--- config.mk ---
export PLATFORM = sky130hd
export DESIGN_NAME = adder_result_reg
export DESIGN_NICKNAME = d
export VERILOG_FILES = /design/src/rtl/adder_result_reg.sv
export SDC_FILE = /design/constraint.sdc
export NUM_CORES = 1
export LEC_CHECK = 0
export ABC_AREA = 0
export CAP_MARGIN = 0
export CORE_MARGIN = 1
export CORE_UTILIZATION = 45
export CTS_CLUSTER_DIAMETER = 50
export DETAILED_ROUTE_END_ITERATION = 16
export PLACE_DENSITY = 0.76
export SYNTH_ARGS = -nofsm -noshare
export SYNTH_HDL_FRONTEND = slang
export SYNTH_SLANG_ARGS = --single-unit
export TNS_END_PERCENT = 20
--- constraint.sdc ---
create_clock -name clk -period 1.8 [get_ports clk]
set_input_delay 0.36 -clock clk [delete_from_list [all_inputs] [get_ports clk]]
set_output_delay 0.36 -clock clk [all_outputs]
set_load 0.05 [all_outputs]
--- src/rtl/adder_result_reg.sv ---
// One-entry output register behind adder_4_bits: captures sum/cout over valid/ready,
// derives N/Z/C/V status flags and keeps debug transaction and carry counters.
module adder_result_reg #(
  parameter int WIDTH = 4,
  parameter int CNT_W = 8
) (
  input  logic             clk,
  input  logic             rst,
  input  logic             clear,
  input  logic             in_valid,
  output logic             in_ready,
  input  logic [WIDTH-1:0] sum,
  input  logic             cout,
  input  logic             a_msb,
  input  logic             b_msb,
  output logic             out_valid,
  input  logic             out_ready,
  output logic [WIDTH-1:0] result,
  output logic             flag_n,
  output logic             flag_z,
  output logic             flag_c,
  output logic             flag_v,
  output logic [CNT_W-1:0] txn_count,
  output logic [CNT_W-1:0] carry_count
);

  // state | meaning
  // EMPTY | no result held, out_valid=0
  // FULL  | result and flags held, out_valid=1
  typedef enum logic {EMPTY = 1'b0, FULL = 1'b1} state_t;

  localparam logic [CNT_W-1:0] CNT_ONE = {{(CNT_W-1){1'b0}}, 1'b1};
  localparam logic [CNT_W-1:0] CNT_MAX = {CNT_W{1'b1}};

  state_t state, state_nxt;
  logic   capture;

  // A full register can still accept when the consumer drains it in the same cycle.
  assign in_ready  = !clear && ((state == EMPTY) || out_ready);
  assign capture   = in_valid && in_ready;
  assign out_valid = (state == FULL);

  always_ff @(posedge clk or posedge rst) begin
    if (rst) state <= EMPTY;
    else     state <= state_nxt;
  end

  always_comb begin
    state_nxt = state;
    if (clear)                           state_nxt = EMPTY;
    else if (capture)                    state_nxt = FULL;
    else if (state == FULL && out_ready) state_nxt = EMPTY;
  end

  always_ff @(posedge clk or posedge rst) begin
    if (rst) begin
      result <= '0;
      flag_n <= 1'b0;
      flag_z <= 1'b0;
      flag_c <= 1'b0;
      flag_v <= 1'b0;
    end else if (capture) begin
      result <= sum;
      flag_n <= sum[WIDTH-1];
      flag_z <= (sum == '0);
      flag_c <= cout;
      // Overflow: operands share a sign that the sum does not.
      flag_v <= (a_msb == b_msb) && (sum[WIDTH-1] != a_msb);
    end
  end

  always_ff @(posedge clk or posedge rst) begin
    if (rst) begin
      txn_count   <= '0;
      carry_count <= '0;
    end else if (clear) begin
      txn_count   <= '0;
      carry_count <= '0;
    end else if (capture) begin
      txn_count <= txn_count + CNT_ONE;
      if (cout && carry_count != CNT_MAX) carry_count <= carry_count + CNT_ONE;
    end
  end

endmodule
==> summary.md <==
| Metric | Value |
|---|---|
| Synth warn | `0` |
| Busiest grt layer | `met2` |
| Gr ovfl total | `0` |
| Met1 GRT Util | `0.269` |
| Fin crit share | `0.947` |
| CP delay by family, top | `buffers and inverters` |
| RSZ-0062 raised after global routing | `false` |
| GRT Util Overall | `0.201` |
| Via density | `5.27` |
| Total power per unit cell area | `716 nW/µm²` |
| Mean post-synth cell area | `10.1 µm²` |
| Count leader, synth | `dfrtp_1` |
| Setup TNS | `0 ps` |
| Worst min path class | `in -> async` |
| Via count | `slightly above 1000` |
| Num CTS Buffers | `3` |
| Initial antenna violation count | `0` |
| # clock sinks | `24` |
| Dpl hpwl | `2080 µm` |
| Layout area overhead | `35.3%` |
| Port Buf Inserts | `37` |
| Setup CP Type | `in -> out` |
| EDFF count, synth | `0` |
| # DRC | `0` |
| Clock Latency Late Sink | `310 ps` |
| Largest net degree at the start of global routing | `25` |
| GPL Wtd Cong | `between 0.7 and 0.8` |
| Mapped cell area | `about 1200 µm²` |
| Final Total Pwr | `1170 µW` |
| DR iter-0 viols | `15` |
| Initial core utilization | `0.483` |
| Critical Path AT | `1340 ps` |
| Layout cell share with drive strength beyond 1 | `0.289` |
| Post-synthesis sequential area ratio | `0.497` |
| Die Area | `2890 µm²` |
| Vias in the first global route | `925` |
| Fraction of registers with async set/reset | `1.00` |
| Seq. cell area | `between 600 and 700 µm²` |
| Die Span Y | `53.8 µm` |
| Met3 Use GR | `0.0282` |
| Slew Limit Headroom | `0.772` |
| Final wirelength | `2720 µm` |
| Type of origin of the critical path | `input port` |
| First-pass GRT wire length | `4170 µm` |
| CP peak stage delay | `450 ps` |
| Post-synth top area cell | `dfrtp_1` |
| Hold-fix buffers, CTS | `0` |
| Layout fillers | `223` |
| Cells after Synth | `120` |
| Resized Gates After CTS | `0` |
| Most used DFF post-synth | `dfrtp_1` |
| Worst-path maximum fanout | `3` |
| I/O pin count | `38` |
| Core area | `2500 µm²` |
| Global-route track usage on met2 | `0.335` |
| Antenna viol nets, final | `0` |
| Yosys reg bits | `24` |
| Final Hold Slack | `between 300 and 400 ps` |
| Slowest-stage cell, CP | `clkdlybuf4s50_1` |
| CTS Buffer Depth | `2` |
| Skew final | `between 6 and 7 ps` |
| Average wire per cell in the routed design | `13.9 µm` |
| Most frequent cells after synthesis | `dfrtp_1, nand2_1, nand3_1` |
| Crit end category | `primary output` |
| CP Buf/Inv Count | `3` |
| Fin nets | `around 180` |
| Multi-input gate area | `around 560 µm²` |
| # setup viols final | `0` |
| Post-CTS setup buffers | `0` |
| Slew @ Worst Pin | `337 ps` |
| Post-synth net total | `134` |
| Peak supply drop | `0.513 mV` |
| CTS tree | `done` |
| Synth cell types | `37` |
| Synth top area share | `0.497` |
| # diodes | `0` |
| Die Width | `53.8 µm` |
| Fin. Hold Viols | `0` |
| CP Cell Sequence | `clkdlybuf4s50_1 -> buf_4 -> nor2_1 -> buf_12` |
| Cell Rows | `18` |
| Status | `complete, no violations` |
| Max-Cap Viols | `0` |
| CTS H-Tree Depth | `1` |
| Fmax achieved | `587 MHz` |
| TritonRoute pass-1 iters | `4` |
| Reg clk slew, reported paths | `approximately 140 ps` |
| Fin crit period | `approximately 1700 ps` |
| CP required | `1440 ps` |
| Final Max Slew Viols | `0` |
| Root Buffer | `clkbuf_4` |
| Synth area leaders | `dfrtp_1, nand3_1, nand2_1` |
| Leakage power | `0.000779 µW` |
==> cell type report <==
cell class,instances,area share
Multi-Input combinational cell,87,0.342
Timing Repair Buffer,47,0.240
Inverter,4,0.00919
Sequential cell,24,0.369
Tap cell,30,0.0230
Clock buffer,4,0.0161
==> worst paths after layout <==
check | startpoint | to | slack (ps) | cells past startpoint
min reg2reg | flag_c$_DFFE_PP0P_ | flag_c$_DFFE_PP0P_ | 500 | 2
min in group clk | flag_c$_DFFE_PP0P_ | flag_c$_DFFE_PP0P_ | 500 | 2
max | clear | in_ready | 100 | 4
max reg2reg | carry_count[0]$_DFFE_PP0P_ | carry_count[3]$_DFFE_PP0P_ | 220 | 5
max in group asynchronous | rst | carry_count[1]$_DFFE_PP0P_ | 1180 | 3
min | rst | result[3]$_DFFE_PP0P_ | 380 | 3
==> routing by layer <==
layer / wire length [µm] / vias to the layer above
met3: 96 / 0
met2: 1290 / 22
li1: - / 522
met5: 0 / -
met1: 1330 / 488
met4: 0 / 0
==> flip-flops by register name (all words and copies together) (netlist names) <==
name and flops:
flag_c 1, out_valid 1, result 4, txn_count 8, flag_v 1, carry_count 8, flag_z 1
==> stage by stage <==
step / util / setup slack, ps / cells / instance area [µm²]
after floorplan: - / -7.50 / 120 / 1210
after global placement: 0.643 / -35.6 / 192 / 1610
after detailed placement: 0.643 / -36.1 / 192 / 1610
after CTS: 0.654 / 88.8 / 196 / 1630
after global routing: 0.654 / 39.9 / 196 / 1630
final: 0.654 / 95.8 / 196 / 1630
==> cell families (layout without fill, tap and decap cells) <==
group / Yosys count / after routing / synth area share
AOI/OAI and AO/OA: 15 / 15 / 0.0860
xor gates and xnor gates: 6 / 6 / 0.0435
buffers and inverters: 9 / 55 / 0.0394
adders and majority gates: 2 / 2 / 0.0207
DFF: 24 / 24 / 0.497
and+or+nand+nor: 58 / 58 / 0.259
muxes: 6 / 6 / 0.0539
==> power by group <==
part           internal, µW  leakage [µW]  switching [µW]  total (µW)
clock                  86.5     0.0000150             162         249
sequential              571      0.000317            26.1         597
combinational           118      0.000447             206         324
total                   775      0.000779             394        1170
==> tightest hold or removal path, stage by stage <==
cell	delay, ps
clkdlybuf4s50_1	400
inv_1	50
buf_4	290
==> layout by cell type (no fill, tap or decap), types with 2 or more instances in the layout <==
cell type        Yosys  layout
nand2b_1             2       2
and2_1               2       2
a21oi_1              2       2
nor2_1               9       9
o21ai_0              2       2
nand2_1             13      13
xnor2_1              2       2
nor4_1               3       3
xor2_1               4       4
a31oi_1              3       3
nor3_1               2       2
buf_4                1      35
inv_1                4       4
nand3_1             11      11
mux2_2               4       4
dfrtp_2              0       2
a41oi_1              2       2
nor2b_1              3       3
mux2i_1              2       2
ha_1                 2       2
a21o_1               2       2
and3_1               3       3
clkdlybuf4s50_1      0      11
dfrtp_1             24      22
clkbuf_4             0       3
nand4_1              3       3
(Power assumes the default switching activity.)
